**config.mk**
```make
export PLATFORM = sky130hd
export DESIGN_NAME = astropix_frame_unpacker_av1
export DESIGN_NICKNAME = d
export VERILOG_FILES = /design/src/rtl/astep_frame_pkg.sv /design/src/rtl/frame_record_reg.sv /design/src/rtl/astropix_frame_unpacker_av1.sv
export SDC_FILE = /design/constraint.sdc
export NUM_CORES = 1
export LEC_CHECK = 0
export ABC_AREA = 0
export CORE_UTILIZATION = 49
export DETAILED_ROUTE_END_ITERATION = 8
export PLACE_DENSITY = 0.76
export SETUP_SLACK_MARGIN = 0.4
export SYNTH_ARGS = -nofsm -noshare
export SYNTH_HDL_FRONTEND = slang
export SYNTH_HIERARCHICAL = 1
export SYNTH_SLANG_ARGS = --single-unit
```
**constraint.sdc**
```tcl
create_clock -name clk -period 2.5 [get_ports clk]
set_clock_uncertainty 0.05 [all_clocks]
set_input_delay 0.75 -clock clk [delete_from_list [all_inputs] [get_ports clk]]
set_output_delay 0.75 -clock clk [all_outputs]
set_load 0.01 [all_outputs]
```
**src/rtl/astep_frame_pkg.sv**
```systemverilog
// Purpose: shared layer-frame format definitions (reader and framing transmitter).
// Latency: n/a (types and constants only).
// Backpressure: n/a.
// Contents: frame length limits, error-code enum frame_err_t, parallel record frame_record_t.
package astep_frame_pkg;

  // LENGTH byte counts LAYER_ID + HDR + TS[3:0] + N payload bytes.
  localparam int HEADER_OVERHEAD = 6;
  localparam int FRAME_LEN_MIN   = 6;
  localparam int FRAME_LEN_MAX   = 13;
  localparam int PAYLOAD_BYTES   = 7;

  typedef enum logic [2:0] {
    ERR_NONE         = 3'd0,
    ERR_BAD_LEN      = 3'd1,
    ERR_BAD_LAYER    = 3'd2,
    ERR_LEN_MISMATCH = 3'd3,
    ERR_EARLY_LAST   = 3'd4,
    ERR_MISSING_LAST = 3'd5
  } frame_err_t;

  typedef struct packed {
    logic [2:0]                   layer;
    logic [7:0]                   header;
    logic [2:0]                   count;
    logic [8*PAYLOAD_BYTES-1:0]   payload;
    logic [31:0]                  timestamp;
  } frame_record_t;

endpackage

```
**src/rtl/frame_record_reg.sv**
```systemverilog
// Purpose: holding register for one parsed frame record with valid/ready output handshake.
// Latency: record visible and o_valid high 1 cycle after i_load.
// Backpressure: holds the record stable while o_valid && !i_ready; clears o_valid on handshake.
// Ports: clk, rst (sync, active-high); i_load/i_rec capture a record; i_ready from consumer;
//        o_valid/o_rec present the held record.
module frame_record_reg
  import astep_frame_pkg::*;
(
  input  logic          clk,
  input  logic          rst,
  input  logic          i_load,
  input  frame_record_t i_rec,
  input  logic          i_ready,
  output logic          o_valid,
  output frame_record_t o_rec
);

  logic          r_valid;
  frame_record_t r_rec;

  always_ff @(posedge clk) begin
    if (rst) begin
      r_valid <= 1'b0;
      r_rec   <= '0;
    end else begin
      if (i_load) begin
        r_rec   <= i_rec;
        r_valid <= 1'b1;
      end else if (r_valid && i_ready) begin
        // Data is left in place after the handshake; only valid drops.
        r_valid <= 1'b0;
      end
    end
  end

  assign o_valid = r_valid;
  assign o_rec   = r_rec;

endmodule

```
**src/rtl/astropix_frame_unpacker_av1.sv**
```systemverilog
// Purpose: parses AXIS byte-stream layer frames into parallel records; drops malformed frames.
// Latency: record valid and stat_frame_ok 1 cycle after the TS3 beat; errors pulse 1 cycle after the bad beat.
// Backpressure: s_axis_tready low while a record waits (EMIT) and in the cycle after a TS3 beat.
// Ports: clk, rst (sync, active-high); s_axis_* byte stream in; m_rec_* record out (valid/ready);
//        stat_frame_ok / stat_frame_error / stat_error_code status pulses.
module astropix_frame_unpacker_av1
  import astep_frame_pkg::*;
#(
  parameter int DATA_WIDTH  = 8,
  parameter int NUM_LAYERS  = 3,
  parameter int MAX_PAYLOAD = 7
) (
  input  logic                     clk,
  input  logic                     rst,
  input  logic [DATA_WIDTH-1:0]    s_axis_tdata,
  input  logic                     s_axis_tvalid,
  output logic                     s_axis_tready,
  input  logic                     s_axis_tlast,
  output logic                     m_rec_valid,
  input  logic                     m_rec_ready,
  output logic [2:0]               m_rec_layer,
  output logic [7:0]               m_rec_header,
  output logic [2:0]               m_rec_count,
  output logic [8*MAX_PAYLOAD-1:0] m_rec_payload,
  output logic [31:0]              m_rec_timestamp,
  output logic                     stat_frame_ok,
  output logic                     stat_frame_error,
  output logic [2:0]               stat_error_code
);

  typedef enum logic [3:0] {
    S_LENGTH, S_LAYER, S_HDR, S_PAYLOAD,
    S_TS0, S_TS1, S_TS2, S_TS3,
    S_EMIT, S_DISCARD
  } state_t;

  state_t                   r_state;
  state_t                   w_state_nxt;
  logic [7:0]               r_len;
  logic [2:0]               r_layer;
  logic [7:0]               r_hdr;
  logic [2:0]               r_cnt;
  logic [8*PAYLOAD_BYTES-1:0] r_payload;
  logic [23:0]              r_ts;
  logic                     r_ts3_beat;
  logic                     r_ok;
  logic                     r_err_vld;
  frame_err_t               r_err_code;

  logic                     w_beat;
  logic                     w_tready;
  logic                     w_parse;
  logic                     w_load;
  frame_err_t               w_err_code;
  logic [7:0]               w_byte;
  frame_record_t            w_rec_in;
  frame_record_t            w_rec_out;
  logic                     w_rec_vld;

  assign w_byte   = s_axis_tdata[7:0];
  assign w_tready = (r_state != S_EMIT) && !r_ts3_beat;
  assign w_beat   = s_axis_tvalid && w_tready;
  // States in which a tlast means the frame ended before its timestamp was complete.
  assign w_parse  = (r_state != S_TS3) && (r_state != S_EMIT) && (r_state != S_DISCARD);

  always_ff @(posedge clk) begin
    if (rst) r_state <= S_LENGTH;
    else     r_state <= w_state_nxt;
  end

  always_comb begin
    w_state_nxt = r_state;
    w_err_code  = ERR_NONE;
    w_load      = 1'b0;
    if (w_beat && s_axis_tlast && w_parse) begin
      // Early tlast outranks every other check on the same beat; the frame is over.
      w_err_code  = ERR_EARLY_LAST;
      w_state_nxt = S_LENGTH;
    end else if (w_beat) begin
      case (r_state)
        S_LENGTH: begin
          if (w_byte < 8'(FRAME_LEN_MIN) || w_byte > 8'(FRAME_LEN_MAX)) begin
            w_err_code  = ERR_BAD_LEN;
            w_state_nxt = S_DISCARD;
          end else begin
            w_state_nxt = S_LAYER;
          end
        end
        S_LAYER: begin
          if (w_byte >= 8'(NUM_LAYERS)) begin
            w_err_code  = ERR_BAD_LAYER;
            w_state_nxt = S_DISCARD;
          end else begin
            w_state_nxt = S_HDR;
          end
        end
        S_HDR: begin
          if (r_len != 8'(HEADER_OVERHEAD) + {5'd0, w_byte[2:0]}) begin
            w_err_code  = ERR_LEN_MISMATCH;
            w_state_nxt = S_DISCARD;
          end else if (w_byte[2:0] == 3'd0) begin
            w_state_nxt = S_TS0;
          end else begin
            w_state_nxt = S_PAYLOAD;
          end
        end
        S_PAYLOAD: begin
          if (r_cnt == r_hdr[2:0] - 3'd1) w_state_nxt = S_TS0;
        end
        S_TS0: w_state_nxt = S_TS1;
        S_TS1: w_state_nxt = S_TS2;
        S_TS2: w_state_nxt = S_TS3;
        S_TS3: begin
          if (s_axis_tlast) begin
            w_load      = 1'b1;
            w_state_nxt = S_EMIT;
          end else begin
            w_err_code  = ERR_MISSING_LAST;
            w_state_nxt = S_DISCARD;
          end
        end
        S_DISCARD: begin
          if (s_axis_tlast) w_state_nxt = S_LENGTH;
        end
        default: ;
      endcase
    end else if (r_state == S_EMIT && w_rec_vld && m_rec_ready) begin
      w_state_nxt = S_LENGTH;
    end
  end

  always_ff @(posedge clk) begin
    if (rst) begin
      r_len      <= '0;
      r_layer    <= '0;
      r_hdr      <= '0;
      r_cnt      <= '0;
      r_payload  <= '0;
      r_ts       <= '0;
      r_ts3_beat <= 1'b0;
      r_ok       <= 1'b0;
      r_err_vld  <= 1'b0;
      r_err_code <= ERR_NONE;
    end else begin
      r_ts3_beat <= w_beat && (r_state == S_TS3);
      r_ok       <= w_load;
      r_err_vld  <= (w_err_code != ERR_NONE);
      r_err_code <= w_err_code;
      if (w_beat) begin
        case (r_state)
          S_LENGTH: begin
            r_len <= w_byte;
            // Clearing here keeps payload bytes beyond N at zero in the record.
            if (w_state_nxt == S_LAYER) r_payload <= '0;
          end
          S_LAYER:   r_layer <= w_byte[2:0];
          S_HDR: begin
            r_hdr <= w_byte;
            r_cnt <= 3'd0;
          end
          S_PAYLOAD: begin
            r_payload[8*r_cnt +: 8] <= w_byte;
            r_cnt                   <= r_cnt + 3'd1;
          end
          S_TS0:     r_ts[7:0]   <= w_byte;
          S_TS1:     r_ts[15:8]  <= w_byte;
          S_TS2:     r_ts[23:16] <= w_byte;
          default: ;
        endcase
      end
    end
  end

  // The top timestamp byte is taken straight off the bus on the TS3 beat.
  always_comb begin
    w_rec_in           = '0;
    w_rec_in.layer     = r_layer;
    w_rec_in.header    = r_hdr;
    w_rec_in.count     = r_hdr[2:0];
    w_rec_in.payload   = r_payload;
    w_rec_in.timestamp = {w_byte, r_ts};
  end

  frame_record_reg u_rec_reg (
    .clk     (clk),
    .rst     (rst),
    .i_load  (w_load),
    .i_rec   (w_rec_in),
    .i_ready (m_rec_ready),
    .o_valid (w_rec_vld),
    .o_rec   (w_rec_out)
  );

  assign s_axis_tready    = w_tready;
  assign m_rec_valid      = w_rec_vld;
  assign m_rec_layer      = w_rec_out.layer;
  assign m_rec_header     = w_rec_out.header;
  assign m_rec_count      = w_rec_out.count;
  assign m_rec_payload    = w_rec_out.payload;
  assign m_rec_timestamp  = w_rec_out.timestamp;
  assign stat_frame_ok    = r_ok;
  assign stat_frame_error = r_err_vld;
  assign stat_error_code  = r_err_code;

endmodule

```
==> impl_metrics.env <==
export IMPL_timing_fmax_ghz=0.468
export IMPL_r2r_cells=8
export IMPL_cts_made_buffers=22
export IMPL_num_rows=47
export IMPL_globalRouteMet2Util_pct=37.4
export IMPL_hold_depth=2
export IMPL_grt_start_max_net_pins=74
export IMPL_path_cells="nor3_4 -> a21oi_1 -> clkbuf_2"
export IMPL_worstSetupPathType="reg -> out"
export IMPL_power_density_nw_per_um2=650
export IMPL_ff_latch_area_um2=4310
export IMPL_crit_slowest_cell="dfxtp_2"
export IMPL_met1_usage_pct=31.9
export IMPL_via_per_inst=5.43
export IMPL_use_met3_pct=4.54
export IMPL_synth_cell_area_um2=8560
export IMPL_grt_busiest_layer="met2"
export IMPL_hold_start="r_len[7]$_SDFFE_PP0P_"
export IMPL_clock_latency_ps=510
export IMPL_rsz0062_at_grt="yes"
export IMPL_netlist_instances=923
export IMPL_setup_tns_ps=0
export IMPL_max_cap_violations=0
export IMPL_finalNonFillerCells=1320
export IMPL_fill_cells=1334
export IMPL_status="finished, final reports clean"
export IMPL_cts_buffer_depth=3
export IMPL_finish_utilization_pct=66.3
export IMPL_end_kind="primary output"
export IMPL_grt_remaining_overflow=0
export IMPL_die_area_um2=18000
export IMPL_clk_pin_slew_ps=70
export IMPL_dp_hpwl_um=14200
export IMPL_startpoint_type="register"
export IMPL_io_pins=122
export IMPL_setup_violations=0
export IMPL_fin_crit_ps=2140
export IMPL_cp_max_fo=8
export IMPL_cts_htree_levels=1
export IMPL_first_pass_iters=5
export IMPL_multi_input_area_um2=3810
export IMPL_drive_gt1_share_pct=15.2
export IMPL_nets=1104
export IMPL_route_detailed_drc=0
export IMPL_drtIter0Drc=560
export IMPL_worstPathArrival_ps=1340
export IMPL_vias=7173
export IMPL_cpPeakStageDelay_ps=440
export IMPL_core_area_um2=16800
export IMPL_cellLeakagePower_uw=0.00440
export IMPL_avgSynthCellArea_um2=9.28
export IMPL_routed_wl_um=21400
export IMPL_numPortBuffers=121
export IMPL_crit_path_start="r_state[1]$_SDFF_PP0_"
export IMPL_final_common_cell="dfxtp_1"
export IMPL_final_cell_mix="211 x dfxtp_1, 122 x nor2_1, 110 x dlygate4sd2_1, 102 x mux2i_1, 80 x nand2_1"
export IMPL_grt_use_total_pct=23.3
export IMPL_max_slew_margin_pct=61.8
export IMPL_slew_violations=0
export IMPL_antenna_found_initial=1
export IMPL_grt_pass1_wl_um=34300
export IMPL_die_height_um=134
export IMPL_place_ws_ps=-460
export IMPL_endpoint="s_axis_tready"
export IMPL_worstReg2RegEnd="r_payload[25]$_SDFFE_PP0P_"
export IMPL_chipWidth_um=134
export IMPL_syn_nets=944
export IMPL_synth_seq_cells=215
export IMPL_synth_area_leaders="dfxtp_1 50%, mux2i_1 12%, nor2_1 5.4%, o32ai_1 4.7%, a21oi_1 3.9%"
export IMPL_synth_edff_count=0
export IMPL_cts_sinks=215
export IMPL_syn_to_final_growth_pct=30.3
export IMPL_synth_top_area_share_pct=50.3
export IMPL_ys_warn_count=6
export IMPL_synth_largest_area_cell="dfxtp_1"
export IMPL_timing_final_ws_setup_ps=362
export IMPL_crit_required_ps=1700
export IMPL_tightest_slew_ps=571
export IMPL_placedCellCount=1275
export IMPL_ys_flop_type="dfxtp_1"
export IMPL_p_total_uw=7260
export IMPL_min_path_type="reg -> reg"
export IMPL_wire_per_inst_um=16.2
export IMPL_drtAntennaViolNets=0
export IMPL_place_congestion=0.895
export IMPL_regToRegSetupSlack_ps=420
export IMPL_start_util_pct=50.9
export IMPL_ir_worst_vdd_v=0.000457
export IMPL_ys_async_sr_fraction_pct=0
export IMPL_post_route_period_util_pct=85.5
export IMPL_reg2reg_from="r_state[2]$_SDFF_PP0_"
export IMPL_report_final_hold_viol_count=0
export IMPL_synth_distinct_cells=57
export IMPL_clock_root_buffer="clkbuf_16"
export IMPL_grt_pass1_vias=6677
export IMPL_cts_tree="built"
export IMPL_yosysSeqAreaShare_pct=50.3
-- layout make-up --
cell class / count / area share (%)
diodes: 1 / 0.0224
well taps: 220 / 2.47
multi-input cells: 582 / 34.1
flip-flops and latches: 215 / 38.6
repair buffers: 204 / 16.0
inverters: 58 / 1.95
clock inverters: 10 / 1.10
clock buffers: 30 / 5.65
-- worst max-delay path: cells and delay by family (launching register included) --
family                 cells  cell delay [ps]
AND/OR/NAND/NOR            1               70
buffers and inverters      1              160
AO/OA/AOI/OAI              1              170
flip-flops                 1              440
-- Yosys cell counts, drive strengths merged (5+ instances only) --
cell and n:
inv 57, or3 5, dfxtp 215, nor2 126, and2 5, nand3 44, ha 8, nand2 80
clkbuf 46, mux2i 102, o32ai 46, xor2 5, o211ai 5, nor3 8, a21oi 67, nand2b 16
o21ai 16, buf 22
-- where the power goes --
part           switching [uW]  leakage, uW  internal, uW  total, uW
Sequential               18.0      0.00174          3450       3460
Clock                    1380     0.000362          1990       3360
Combinational             268      0.00231           161        429
Total                    1660      0.00440          5590       7260
-- sequential cells by signal (all words and copies together), names as in the netlist, 3 cells and up --
name,flops
r_len,8
u_rec_reg/o_rec,102
stat_error_code,3
r_payload,56
r_layer,3
r_cnt,3
r_state,4
r_hdr,8
r_ts,24
-- timing repair --
action                     in CTS  in global routing
setup endpoints to repair     176                 61
gates resized for setup       150                 22
hold buffers                    0                  0
setup buffers                   1                  3
pin swaps                      10                  5
-- worst min-delay path by stage --
| stage | to | slack, ps |
|---|---|---|
| floorplan | r_hdr[3]$_SDFFE_PP0P_ | 390 |
| global placement | r_hdr[7]$_SDFFE_PP0P_ | 390 |
| detailed placement | r_ts[11]$_SDFFE_PP0P_ | 400 |
| CTS | r_len[7]$_SDFFE_PP0P_ | 410 |
| global route | r_layer[0]$_SDFFE_PP0P_ | 420 |
| finish | r_len[7]$_SDFFE_PP0P_ | 400 |
-- cells by family (layout without fill, tap and decap cells) --
group | Yosys count | count (layout) | share of synthesized area [%]
adder cells (fa/ha/maj) | 8 | 8 | 1.17
AO/OA/AOI/OAI | 160 | 160 | 12.5
XOR/XNOR | 8 | 8 | 0.979
other | 0 | 1 | 0
AND/OR/NAND/NOR | 304 | 304 | 15.8
flip-flops | 215 | 215 | 50.3
buffers and inverters | 126 | 302 | 7.42
multiplexers | 102 | 102 | 11.9
-- through the flow --
| step | area (um2) | hold WS (ps) |
|---|---|---|
| floorplan | 8630 | 386 |
| global placement | 10400 | 394 |
| detailed placement | 10400 | 399 |
| CTS | 11100 | 407 |
| global route | 11200 | 423 |
| finish | 11200 | 404 |
-- metal layers --
metal / wire (um) / up-vias
li1: - / 3500
met1: 9690 / 3400
met2: 9870 / 236
met3: 1430 / 37
met4: 437 / 0
met5: 0 / -
Note: power is estimated with default switching activity, not from simulation.
